--- src/rtl/img_pkg.sv ---
// Shared frame geometry, default UART bit timing and frame FSM state encoding.
// Latency: n/a (declarations only).
// Backpressure: n/a.
package img_pkg;

  localparam int IMG_W        = 100;
  localparam int IMG_H        = 100;
  localparam int ADDR_W       = 14;
  localparam int FRAME_PIXELS = IMG_W * IMG_H;
  localparam int CLKS_PER_BIT = 434;

  typedef enum logic [2:0] {
    ST_IDLE  = 3'd0,
    ST_FETCH = 3'd1,
    ST_WAIT  = 3'd2,
    ST_LOAD  = 3'd3,
    ST_SEND  = 3'd4,
    ST_DONE  = 3'd5
  } state_t;

endpackage

--- src/rtl/uart_tx_byte.sv ---
// 8N1 byte serializer: start bit, data LSB first, stop bit, each CLKS_PER_BIT clk.
// Latency: tx goes low on the clk edge that samples go; byte_done pulses in the last stop-bit clk.
// Backpressure: go is ignored while busy; the caller waits for byte_done.
module uart_tx_byte #(
  parameter int CLKS_PER_BIT = img_pkg::CLKS_PER_BIT
) (
  input  logic       clk,
  input  logic       rst,
  input  logic       go,
  input  logic [7:0] data,
  output logic       tx,
  output logic       busy,
  output logic       byte_done
);

  localparam int BAUD_W = (CLKS_PER_BIT > 1) ? $clog2(CLKS_PER_BIT) : 1;
  localparam logic [BAUD_W-1:0] BAUD_LAST = BAUD_W'(CLKS_PER_BIT - 1);

  logic [BAUD_W-1:0] baud_cnt;
  logic [3:0]        bit_cnt;   // 0 = start, 1..8 = data, 9 = stop
  logic [7:0]        shreg;
  logic              bit_end;

  assign bit_end   = busy && (baud_cnt == BAUD_LAST);
  // Combinational so the frame FSM can fetch the next pixel in the same clk the stop bit ends
  assign byte_done = bit_end && (bit_cnt == 4'd9);

  // Bit timing and shifting; tx idles high and is forced high by reset
  always_ff @(posedge clk or posedge rst) begin
    if (rst) begin
      tx       <= 1'b1;
      busy     <= 1'b0;
      baud_cnt <= '0;
      bit_cnt  <= '0;
      shreg    <= '0;
    end else if (!busy) begin
      if (go) begin
        busy     <= 1'b1;
        tx       <= 1'b0;
        shreg    <= data;
        baud_cnt <= '0;
        bit_cnt  <= '0;
      end
    end else if (bit_end) begin
      baud_cnt <= '0;
      if (bit_cnt == 4'd9) begin
        busy    <= 1'b0;
        tx      <= 1'b1;
        bit_cnt <= '0;
      end else begin
        bit_cnt <= bit_cnt + 4'd1;
        if (bit_cnt == 4'd8) begin
          tx <= 1'b1;
        end else begin
          tx    <= shreg[0];
          shreg <= {1'b0, shreg[7:1]};
        end
      end
    end else begin
      baud_cnt <= baud_cnt + 1'b1;
    end
  end

endmodule

--- src/rtl/frame_uart_sender.sv ---
// Streams a processed frame from the output RAM over UART, row-major, one 8N1 byte per pixel.
// Latency: first start bit 3 clk after the launch edge; 10*CLKS_PER_BIT+3 clk per pixel.
// Backpressure: none; the next RAM read is issued only when the previous byte has left.
module frame_uart_sender #(
  parameter int IMG_W        = img_pkg::IMG_W,
  parameter int IMG_H        = img_pkg::IMG_H,
  parameter int ADDR_W       = img_pkg::ADDR_W,
  parameter int CLKS_PER_BIT = img_pkg::CLKS_PER_BIT
) (
  input  logic              clk,
  input  logic              rst,
  input  logic              start,
  output logic              rd_en,
  output logic [ADDR_W-1:0] rd_addr,
  input  logic [7:0]        rd_data,
  output logic              tx,
  output logic              busy,
  output logic              done
);
  import img_pkg::*;

  localparam logic [ADDR_W-1:0] LAST_IDX = ADDR_W'(IMG_W * IMG_H - 1);

  state_t            state;
  logic              start_d;
  logic              launch;
  logic [ADDR_W-1:0] index;
  logic              frame_busy;
  logic              ser_go;
  logic              ser_busy;
  logic              ser_byte_done;

  assign launch  = start & ~start_d;
  assign rd_addr = index;
  assign busy    = frame_busy | ser_busy;

  uart_tx_byte #(
    .CLKS_PER_BIT(CLKS_PER_BIT)
  ) u_tx (
    .clk       (clk),
    .rst       (rst),
    .go        (ser_go),
    .data      (rd_data),
    .tx        (tx),
    .busy      (ser_busy),
    .byte_done (ser_byte_done)
  );

  // Frame sequencing: fetch a pixel, wait for RAM, hand it to the serializer, repeat
  always_ff @(posedge clk or posedge rst) begin
    if (rst) begin
      state      <= ST_IDLE;
      start_d    <= 1'b0;
      rd_en      <= 1'b0;
      index      <= '0;
      frame_busy <= 1'b0;
      done       <= 1'b0;
      ser_go     <= 1'b0;
    end else begin
      start_d <= start;
      rd_en   <= 1'b0;
      ser_go  <= 1'b0;
      case (state)
        ST_IDLE, ST_DONE: begin
          // Only a fresh edge re-launches; a start left high after done does nothing
          if (launch) begin
            state      <= ST_FETCH;
            index      <= '0;
            frame_busy <= 1'b1;
            done       <= 1'b0;
            rd_en      <= 1'b1;
          end
        end
        ST_FETCH: state <= ST_WAIT;
        ST_WAIT: begin
          state  <= ST_LOAD;
          ser_go <= 1'b1;
        end
        ST_LOAD: state <= ST_SEND;
        ST_SEND: begin
          if (ser_byte_done) begin
            if (index == LAST_IDX) begin
              state      <= ST_DONE;
              frame_busy <= 1'b0;
              done       <= 1'b1;
            end else begin
              state <= ST_FETCH;
              index <= index + 1'b1;
              rd_en <= 1'b1;
            end
          end
        end
        default: state <= ST_IDLE;
      endcase
    end
  end

endmodule

--- config.mk ---
export PLATFORM = sky130hd
export DESIGN_NAME = frame_uart_sender
export DESIGN_NICKNAME = d
export VERILOG_FILES = /design/src/rtl/img_pkg.sv /design/src/rtl/uart_tx_byte.sv /design/src/rtl/frame_uart_sender.sv
export SDC_FILE = /design/constraint.sdc
export NUM_CORES = 1
export LEC_CHECK = 0
export BUFFER_PORTS_ARGS = -buffer_cell sky130_fd_sc_hd__buf_4
export CAP_MARGIN = 20
export CORE_MARGIN = 2
export CORE_UTILIZATION = 58
export CTS_CLUSTER_DIAMETER = 150
export DETAILED_ROUTE_END_ITERATION = 12
export GPL_TIMING_DRIVEN = 1
export MAX_ROUTING_LAYER = met4
export PLACE_DENSITY = 0.8
export SLEW_MARGIN = 0
export SYNTH_ARGS = -nofsm -noshare
export SYNTH_HDL_FRONTEND = slang
export SYNTH_SLANG_ARGS = --single-unit
--- constraint.sdc ---
create_clock -name clk -period 2.4 [get_ports clk]
set_clock_uncertainty 0.05 [all_clocks]
set_input_delay 0.24 -clock clk [delete_from_list [all_inputs] [get_ports clk]]
set_output_delay 0.24 -clock clk [all_outputs]
set_load 0.005 [all_outputs]
==> impl_metrics.tcl <==
set metrics [dict create \
    final_cell_mix "44 x dfrtp_1, 40 x buf_4, 36 x o21ai_0" \
    drtIter0Drc 113 \
    cp.buffers_inverters 1 \
    async_flop_share_pct 100 \
    avgSynthCellArea_um2 9.41 \
    syn-num-nets 271 \
    grt.total_usage_pct 24.6 \
    yosys_warnings 0 \
    syn_inst 257 \
    crit_arrival_ns 2.29 \
    p_leak_nw 1.32 \
    synth-xor-area-share_pct 1.09 \
    synth_compound_area_share_pct 15.3 \
    wirelength_mm 5.06 \
    firstDrtPassIters 4 \
    report.final.slew_viol_count 0 \
    crit_type "reg2reg" \
    ys_types 45 \
    clockBufferDepth 2 \
    peakVddDrop_uv 578 \
    vias_per_cell 5.84 \
    syn2layout_area_growth_pct 17.7 \
    die_area_um2 4700 \
    synth_top_family_by_area "simple AND/OR/NAND/NOR gates" \
    coreArea_um2 4000 \
    synth_enable_flop_cells 0 \
    setup_violations 0 \
    io_pins 29 \
    synth-simple-area-share_pct 26.3 \
    grt_overflow 0 \
    synthAdderAreaFrac_pct 1.97 \
    cp-end-kind "flop" \
    final_area_um2 2850 \
    ctsRootBufferMaster "clkbuf_8" \
    layout.cells.non_filler 347 \
    dp_hpwl_mm 3.74 \
    first_global_vias 1845 \
    fin_tns_setup_ns 0 \
    finalPower_mw 2.22 \
    seq_area_frac_synth_pct 46.6 \
    max_slew_margin_pct 49.9 \
    rows 23 \
    grt_pass1_wl_mm 8.37 \
    worst_slew_pin_slew_ns 0.747 \
    layout_commonest_cell "dfrtp_1" \
    netlist_area_um2 2420 \
    critical_path.cell_chain "inv_1 > ha_1 > nand4b_4 > nor3_2 > nand4_2 > or4_1 > nand3_1" \
    grt_max_degree 21 \
    cpMaxStageDelayCell "or4_1" \
    critPathRequiredTime_ns 2.59 \
    clk-insertion-delay-late_ns 0.30 \
    hold_viol 0 \
    period_share_pct 87.3 \
    fmax_mhz 477 \
    placed_cells 337 \
    drv_cap 0 \
    antenna_cells 0 \
    numCtsBuffers 5 \
    ys_ff_latch 45 \
    cellPowerDensity_nw_per_um2 781 \
    antenna_found_initial 0 \
    wl_per_cell_um 14.6 \
    rsz0062_at_grt "false" \
    post_cts_buffers 0 \
    synth_flop_cell "dfrtp_1" \
    post-route-drc-count 0 \
    start_kind "flop" \
    cts_sinks 45 \
    n_fill_cell 323 \
    cts_htree_levels 2 \
    ant_nets 0 \
    muxShareOfSynthArea_pct 5.02 \
    gp_congestion 0.864 \
    vias 2026 \
    chipHeight_um 68.6 \
    slowest_delay_ns 0.53 \
    cts_tree "built" \
    hp-class "in2reg" \
    fin_crit_ns 2.10 \
    path_clk_slew_ns 0.09 \
    crit_family "simple AND/OR/NAND/NOR gates" \
    initial_core_util_pct 60.5 \
    drive_gt1_share_pct 20.5 \
    cp_max_fo 7 \
    final_nets 310 \
    status "complete, no violations" \
    dpl_cell_area_um2 2740 \
    io_buffers 28 \
    die_w_um 68.6 \
]
==> per-stage QoR <==
step                util [%]  hold WS (ns)  setup WS, ns
floorplan                  -         0.221         0.448
global placement        68.4         0.263         0.361
detailed placement      68.4         0.260         0.304
CTS                     71.2         0.124         0.298
global route            71.2         0.143         0.170
finish                  71.2         0.127         0.304
==> final timing paths <==
path | depth (start not counted) | slack [ns] | startpoint | end
setup / recovery | 7 | 0.30 | u_tx.baud_cnt[1] | rd_addr[6]
hold / removal | 3 | 0.13 | rd_data[7] | u_tx.shreg[7]
setup reg to reg | 7 | 0.30 | u_tx.baud_cnt[1] | rd_addr[6]
hold reg to reg | 2 | 0.43 | u_tx.shreg[7] | u_tx.shreg[7]
max in group asynchronous | 4 | 1.23 | rst | u_tx.shreg[6]
min in group asynchronous | 3 | 0.48 | rst | start_d
==> registers in the layout, summed over array words and instances (netlist names), 3 cells and up <==
name and count:
u_tx.bit_cnt 4, u_tx.shreg 8, u_tx.baud_cnt 9, rd_addr 14, state 3
==> area by class of cell <==
type                    count  area [um2]  area share [%]
clock buffers               5        68.8            2.42
clock inverters             3        21.3           0.747
inverters                  12        45.0            1.58
multi-input cells         190        1200            42.2
flip-flops and latches     45        1130            39.6
well taps                  50        62.6            2.20
repair buffers             42         320            11.2
==> Yosys cell counts, types with 3 or more instances <==
master,number,share of area [%]
nand4_1,3,0.78
clkbuf_1,5,0.78
nand2_1,30,4.7
and3_1,5,1.3
mux2i_1,11,4.6
nor3_1,3,0.62
or3_1,4,1.0
nand2b_1,4,1.0
inv_1,12,1.9
o21ai_0,36,7.4
a21oi_1,10,2.1
dfrtp_1,44,46
or2_2,3,0.78
nor2_1,13,2.0
or4_1,3,0.93
ha_1,3,1.6
o31ai_1,6,1.9
nand3_1,19,3.9
o211ai_1,3,0.93
nor2b_1,4,1.0
a31oi_1,5,1.3
==> where the power goes <==
| part | internal [mW] | switching [mW] | leakage [nW] |
|---|---|---|---|
| logic | 0.292 | 0.327 | 0.697 |
| registers | 0.945 | 0.180 | 0.576 |
| clock network | 0.207 | 0.274 | 0.0445 |
==> tightest hold or removal path: stages <==
cell and delay, ns:
buf_4 0.08, nand3_1 0.07, nand2_1 0.06
==> timing repair <==
action	4_1_cts	5_1_grt
hold buffers	2	0
resized for setup	0	0
endpoints found under the hold margin	18	0
==> routing by layer <==
metal	share of wire [%]	GRT usage, %
met4	0.91	8.75
met5	0	-
met2	49	38.5
met1	46	31.9
met3	4.2	5.03
==> cell families after synthesis <==
kind of cell / Yosys count
multiplexers: 12
buffers and inverters: 22
adder cells (fa/ha/maj): 4
flip-flops: 45
AO/OA/AOI/OAI: 65
AND/OR/NAND/NOR: 106
XOR/XNOR: 3
No activity file was read; power rests on OpenSTA's default activity.
